## src/rtl/ray_marcher.sv

```systemverilog
// Fixed-step ray marcher: walks a point along dir>>>STEP_SHIFT until the SDF
// evaluator reports a hit or MAX_STEPS evaluations pass. Define RAY_MARCHER_BOUNDS_EN to
// also terminate rays whose point leaves the +/-8.0 cube.

module ray_marcher_axis #(
  parameter int STEP_SHIFT = 2
) (
  input  logic        clk,
  input  logic        rst_n,
  input  logic        load,
  input  logic        adv,
  input  logic [15:0] o,
  input  logic [15:0] d,
  output logic [15:0] p
);
  logic [15:0]        dir_q;
  logic signed [15:0] step;

  // Kept in its own signed net so the shift stays arithmetic.
  assign step = $signed(dir_q) >>> STEP_SHIFT;

  always_ff @(posedge clk or negedge rst_n) begin
    if (!rst_n) begin
      p     <= '0;
      dir_q <= '0;
    end else if (load) begin
      p     <= o;
      dir_q <= d;
    end else if (adv) begin
      p <= p + step;
    end
  end
endmodule

module ray_marcher #(
  parameter int MAX_STEPS  = 32,
  parameter int STEP_SHIFT = 2
) (
  input  logic               clk,
  input  logic               rst_n,
  input  logic               ray_valid,
  output logic               ray_ready,
  input  logic signed [15:0] ox,
  input  logic signed [15:0] oy,
  input  logic signed [15:0] oz,
  input  logic signed [15:0] dx,
  input  logic signed [15:0] dy,
  input  logic signed [15:0] dz,
  output logic signed [15:0] px,
  output logic signed [15:0] py,
  output logic signed [15:0] pz,
  input  logic               sdf_hit,
  input  logic signed [15:0] sdf_light,
  output logic               res_valid,
  input  logic               res_ready,
  output logic               res_hit,
  output logic [7:0]         res_shade,
  output logic [5:0]         res_steps
);
  typedef enum logic [1:0] {IDLE, MARCH, DONE} state_t;

  localparam logic [5:0] LAST = 6'(MAX_STEPS - 1);

  state_t          state;
  logic [5:0]      cnt;
  logic [2:0][15:0] org, dirv, pt;
  logic            load, adv, last, oob;

  assign org  = {oz, oy, ox};
  assign dirv = {dz, dy, dx};
  assign px   = pt[0];
  assign py   = pt[1];
  assign pz   = pt[2];

  assign load = (state == IDLE) && ray_valid;
  assign last = (cnt == LAST);
  assign adv  = (state == MARCH) && !sdf_hit && !oob && !last;

  for (genvar g = 0; g < 3; g++) begin : g_axis
    ray_marcher_axis #(.STEP_SHIFT(STEP_SHIFT)) u_axis (
      .clk  (clk),
      .rst_n(rst_n),
      .load (load),
      .adv  (adv),
      .o    (org[g]),
      .d    (dirv[g]),
      .p    (pt[g])
    );
  end

`ifdef RAY_MARCHER_BOUNDS_EN
  logic [2:0] lane_oob;
  for (genvar g = 0; g < 3; g++) begin : g_oob
    assign lane_oob[g] = ($signed(pt[g]) >= 16'sh0800) || ($signed(pt[g]) <= -16'sh0800);
  end
  assign oob = |lane_oob;
`else
  assign oob = 1'b0;
`endif

  always_ff @(posedge clk or negedge rst_n) begin
    if (!rst_n) begin
      state     <= IDLE;
      cnt       <= '0;
      ray_ready <= 1'b1;
      res_valid <= 1'b0;
      res_hit   <= 1'b0;
      res_shade <= '0;
      res_steps <= '0;
    end else begin
      case (state)
        IDLE: if (ray_valid) begin
          state     <= MARCH;
          cnt       <= '0;
          ray_ready <= 1'b0;
        end
        MARCH: begin
          // Hit outranks both the bounds check and the step limit.
          if (sdf_hit) begin
            res_hit   <= 1'b1;
            res_shade <= (sdf_light >= 16'sh0100) ? 8'hFF : sdf_light[7:0];
            res_steps <= cnt;
            res_valid <= 1'b1;
            state     <= DONE;
          end else if (oob || last) begin
            res_hit   <= 1'b0;
            res_shade <= '0;
            res_steps <= cnt;
            res_valid <= 1'b1;
            state     <= DONE;
          end else begin
            cnt <= cnt + 6'd1;
          end
        end
        DONE: if (res_ready) begin
          res_valid <= 1'b0;
          ray_ready <= 1'b1;
          state     <= IDLE;
        end
        default: state <= IDLE;
      endcase
    end
  end
endmodule

```

## config.mk

```make
export PLATFORM = sky130hd
export DESIGN_NAME = ray_marcher
export DESIGN_NICKNAME = d
export VERILOG_FILES = /design/src/rtl/ray_marcher.sv
export SDC_FILE = /design/constraint.sdc
export NUM_CORES = 1
export LEC_CHECK = 0
export BUFFER_PORTS_ARGS = -buffer_cell sky130_fd_sc_hd__clkbuf_2
export CAP_MARGIN = 10
export CORE_ASPECT_RATIO = 0.9
export CORE_UTILIZATION = 55
export CTS_BUF_LIST = sky130_fd_sc_hd__clkbuf_4
export DETAILED_ROUTE_END_ITERATION = 10
export PLACE_DENSITY = 0.93
export SYNTH_ARGS = -nofsm -noshare
export SYNTH_HDL_FRONTEND = slang
export SYNTH_SLANG_ARGS = --single-unit
```

## constraint.sdc

```tcl
create_clock -name clk -period 2.8 [get_ports clk]
set_clock_uncertainty 0.1 [all_clocks]
set_input_delay 0 -clock clk [delete_from_list [all_inputs] [get_ports clk]]
set_output_delay 0 -clock clk [all_outputs]
set_load 0.01 [all_outputs]
```

# Yosys cells after proc, flatten, opt, wreduce, memory -nomap -nowiden

Cells that the tools add are included.

Flip-flop bits (word level): 121
Bits in latches: 0
Bits in writable memories: 0
Memory bits (read-only): 0
Input port bits: 117
Output and inout port bits: 65
Word-level logic and storage cells: 71
Memories kept: 0

$add $sub $neg: 4
Multiply operators: 0
Divide/modulo/power cells: 0
Magnitude comparators: 1
Equality and inequality tests: 8
Shift-type cells: 0
Muxes and demuxes: 29
Bitwise gates (word level): 0
Reductions and logical operators: 16

Operators with widths:

| operator               | count |
|---|---|
| $mux W16               | 6 |
| $add A16 B16 Y16       | 3 |
| $mux W6                | 5 |
| $mux W8                | 3 |
| $ge A16 B10 Y1 const B | 1 |
| $pmux W6 S2            | 1 |
| $reduce_bool A2 Y1     | 5 |
| $reduce_and A3 Y1      | 3 |
| $mux W2                | 4 |
| $ne A2 B2 Y1 const B   | 4 |
| $mux W1                | 7 |
| $add A6 B1 Y6 const B  | 1 |
| $eq A6 B5 Y1 const B   | 1 |
| $pmux W2 S3            | 1 |
| $pmux W1 S2            | 2 |
| $reduce_and A4 Y1      | 1 |
| $logic_and A1 B1 Y1    | 3 |
| $ne A3 B3 Y1 const B   | 1 |
| $eq A2 B1 Y1 const B   | 1 |
| $eq A2 B2 Y1 const B   | 1 |
| $logic_not A1 Y1       | 2 |
| $logic_not A2 Y1       | 1 |
| $reduce_and A2 Y1      | 1 |

# Depth between registers and ports, before layout

Word-level depth: 5
Gate-level depth with buffers: 10

# Hierarchy

Synthesis repeated with hierarchy kept, for this count alone.

Cell total of the unflattened synthesis: 726
Area, all modules: 7203.2 µm²

Modules (own cells, without submodules):

| module                                  | times used | cells an instance | area each (µm²) | sequential area each (µm²) |
|---|---|---|---|---|
| ray_marcher_axis (g_axis[0].u_axis ...) | 2          | 199               | 1955.6          | 750.7 |
| ray_marcher_axis (g_axis[2].u_axis)     | 1          | 222               | 2123.3          | 750.7 |
| ray_marcher                             | 1          | 106               | 1168.6          | 626.9 |

# Worst setup path after synthesis

OpenSTA, ideal clock, no wires.

Path type: reg-to-reg
Start point: register g_axis[0].u_axis.p[0]
End point: register g_axis[0].u_axis.p[12]
Setup time: 137 ps
Arrival: 2254 ps
Required time: 2563 ps
Setup slack: 309 ps
Stages on the path, launching flop included: 10
Buffers on the path: 0
Path through: dfrtp_1 > ha_1 > fa_1 > a21o_1 > a221oi_1 > nor2b_1 > a221oi_2 > o21ai_1 > xnor2_1 > a21oi_1

Longest elaborated chain between the ends: 3

RTL lines:

| what                   | line | RTL |
|---|---|---|
| from (decl)            | 14   | `output logic [15:0] p` |
| from (signal assigned) | 27   | `p <= o;` |
| from (signal assigned) | 30   | `p <= p + step;` |
| $add A16 B16 Y16       | 30   |  |
| $mux W16               | 29   | `end else if (adv) begin` |
| $mux W16               | 26   | `end else if (load) begin` |

No other way between the ends. The select of a mux whose other input is x is not followed.
A chain may end at the register's enable or synchronous reset.

# Worst setup path in the final report

Start point: register g_axis[0].u_axis.p[0]
End point: register g_axis[0].u_axis.p[10]

Same word-level chain as after synthesis.

==> flow_metrics.py <==
metrics = {
    "yosys": {
        "synth.top_cell.area_share_pct": 42.4,
        "synthCells": 770,
        "synth_largest_area_cell": "dfrtp_1",
        "seq_area_frac_synth_pct": 42.8,
        "yosys_warnings": 0,
        "ys_seq_elements": 115,
        "synth_area_leaders": "dfrtp_1 (42%), nand2_1 (11%), ha_1 (8.6%), a21oi_1 (5.1%), o21ai_0 (3.3%)",
        "synthesis.area_um2": 6730,
        "syn_area_per_cell_um2": 8.74,
        "ys_async_sr_fraction_pct": 100,
        "syn_nets": 936,
        "synthTopCellsByCount": "nand2_1 (191), dfrtp_1 (114), a21oi_1 (69)",
        "synth_most_common_cell": "nand2_1",
        "synth_cell_types": 64,
        "synth-edff-count": 0,
        "synth_ff_type": "dfrtp_1",
    },
    "floorplanning": {
        "fp.coreArea_um2": 11700,
        "die_h_um": 107,
        "die_area_um2": 12700,
        "io_pins": 182,
        "rows": 37,
        "die_w_um": 119,
        "initial_core_util_pct": 57.7,
    },
    "sta": {
        "worst_pin_slew_ns": 0.706,
        "setup_viol": 0,
        "final.setup.worst_slack_ns": 0.0300,
        "whs_ns": 0.0620,
        "relSlewSlack_pct": 53.0,
        "min_period_ns": 2.77,
        "finalMaxSlewViolations": 0,
        "finalHoldViolCount": 0,
        "finalCritPeriodShare_pct": 98.9,
        "timing.fmax_mhz": 361,
    },
    "routing": {
        "num_vias": 7333,
        "routedWlPerCell_um": 18.1,
        "postRouteWirelength_um": 22500,
        "drt_iter0_markers": 589,
        "drc": 0,
        "avgViaCountPerCell": 5.89,
        "antenna_left": 0,
        "first_pass_iters": 6,
    },
    "clock_tree": {
        "clk_pin_slew_worst_paths_ns": 0.11,
        "cts_buffers": 17,
        "clock_sinks": 115,
        "cts_tree": "yes",
        "clock_path_buffers": 2,
        "cts-htree-levels": 4,
        "clock_latency_ns": 0.56,
        "cts-root-buf": "clkbuf_4",
    },
    "placement": {
        "dpl-instance-area_um2": 7780,
        "portBuffers": 175,
        "place_ws_ns": 0.142,
        "hpwl_um": 11900,
        "finalWeightedCongestion": 0.866,
    },
    "power_and_ir_drop": {
        "peakVddDrop_mv": 0.729,
        "leakage_nw": 4.69,
        "power.density_nw_per_um2": 1250,
    },
    "setup_path": {
        "reg2reg_slack_ns": 0.03,
        "rr_startpoint": "g_axis[0].u_axis.p[0]$_DFFE_PN0P_",
        "worst_ep_required_time_ns": 3.14,
        "critical_path.startpoint": "g_axis[0].u_axis.p[0]$_DFFE_PN0P_",
        "startpoint_type": "flip-flop",
        "ff2ff_path_depth": 9,
        "cp.arrival_ns": 3.11,
        "end_kind": "flip-flop",
        "endpoint": "g_axis[0].u_axis.p[10]$_DFFE_PN0P_",
        "timing.rr.end": "g_axis[0].u_axis.p[10]$_DFFE_PN0P_",
        "critical_path.max_fanout": 3,
        "critPathKind": "flip-flop to flip-flop",
    },
    "grt": {
        "grt_start_max_net_pins": 116,
        "grt_pass1_vias": 7208,
        "grt_pass1_wl_um": 35400,
        "grt-ovfl-total": 0,
        "grtUsageTotal_pct": 36.1,
        "antenna_found_initial": 0,
    },
    "run": {
        "cap_viol_max_count": 0,
    },
    "layout": {
        "drive_above_1_share_pct": 21.7,
        "fin_nets": 1243,
        "diodes": 0,
        "fin_area_um2": 9380,
        "syn2layout_area_growth_pct": 39.4,
    },
    "min_path": {
        "holdCritPathClass": "input pin to flip-flop",
    },
    "outcome": {
        "status": "finished, final reports clean",
    },
}
==> cells in the final DEF (no fill, tap or decap), types with 5 or more instances in the layout <==
cell and count:
o21ai_0 45, ha_1 46, nand3_1 15, xor2_1 16, xnor2_1 19, o211ai_1 5
buf_4 11, nor2b_1 5, inv_1 7, and3_1 9, clkbuf_2 174, mux2_2 5
nor3_1 8, clkbuf_4 21, o21ai_1 7, a211oi_1 5, dlygate4sd3_1 134, a21oi_1 69
nor2_1 52, dfrtp_1 114, clkinv_1 6, o22ai_1 15, a31oi_1 11, nand2_1 190
a21o_1 21
==> flip-flops by register name, summed over array words and instances (netlist names) <==
signal               flops
g_axis.u_axis.p         48
g_axis.u_axis.dir_q     42
res_shade                8
cnt                      6
res_steps                6
state                    2
ray_ready                1
res_hit                  1
res_valid                1
==> repair_timing <==
action | CTS | global route
buffers inserted | 0 | 1
gates resized for setup | 0 | 4
endpoints found under the hold margin | 221 | 0
hold buffers | 134 | 0
setup endpoints to repair | 0 | 7
==> layer usage <==
metal | GRT usage [%] | vias to the layer above | routed length, µm | share of wire [%]
met5 | 0 | - | 0 | 0
met1 | 42.2 | 3438 | 8610 | 38
met4 | 17.2 | 0 | 894 | 4.0
li1 | - | 3337 | - | -
met2 | 62.7 | 459 | 11000 | 49
met3 | 8.88 | 99 | 2010 | 8.9
==> power by group <==
part,internal [mW],switching (mW),total (mW)
sequential,2.43,0.689,3.12
combinational,3.28,4.26,7.54
clock,0.455,0.630,1.08
total,6.16,5.58,11.7
==> kinds of logic after synthesis <==
kind of cell	synth area share (%)
and+or+nand+nor	19.5
DFF	42.8
buffers and inverters	2.59
muxes	1.13
xor gates and xnor gates	4.56
adders and majority gates	9.45
AOI/OAI and AO/OA	20.0
==> stage by stage <==
stage	power, mW	instances	util (%)	setup TNS [ns]
2_1_floorplan	7.92	770	-	0
3_3_place_gp	9.44	1079	66.7	0
3_5_place_dp	9.71	1079	66.7	0
4_1_cts	11.2	1245	80.1	0
5_1_grt	12.6	1246	80.4	-0.0888
6_report	11.7	1246	80.4	0
==> worst max-delay path, cell delays in order (launching register included) <==
cell and delay, ns:
dfrtp_1 0.42, ha_1 0.24, fa_1 0.42, a21o_1 0.23, a221oi_2 0.30, nor2b_1 0.14, a221oi_2 0.35, buf_4 0.17
xor2_1 0.18, a21oi_1 0.11
==> how the worst min path moves through the flow <==
stage	to	startpoint	slack, ns	cells after the start
after floorplan	cnt[0]$_DFFE_PN0P_	rst_n	-0.40	0
after global placement	g_axis[0].u_axis.p[3]$_DFFE_PN0P_	rst_n	0.04	2
after detailed placement	g_axis[0].u_axis.p[3]$_DFFE_PN0P_	rst_n	0.04	2
after CTS	g_axis[2].u_axis.dir_q[9]$_DFFE_PN0P_	dz[9]	0.05	4
after global routing	g_axis[1].u_axis.dir_q[12]$_DFFE_PN0P_	dy[12]	0.07	4
final	g_axis[1].u_axis.dir_q[12]$_DFFE_PN0P_	dy[12]	0.06	4
==> final cells by class <==
cell class                 instances  area [µm²]
timing repair buffer             321        2330
sequential                       115        2880
clock buffer                      21         158
tap                              156         195
fill                             667        2290
multi-input combinational        614        3710
inverter                           8        30.0
clock inverter                    11        72.6
No activity file was read; power rests on OpenSTA's default activity.
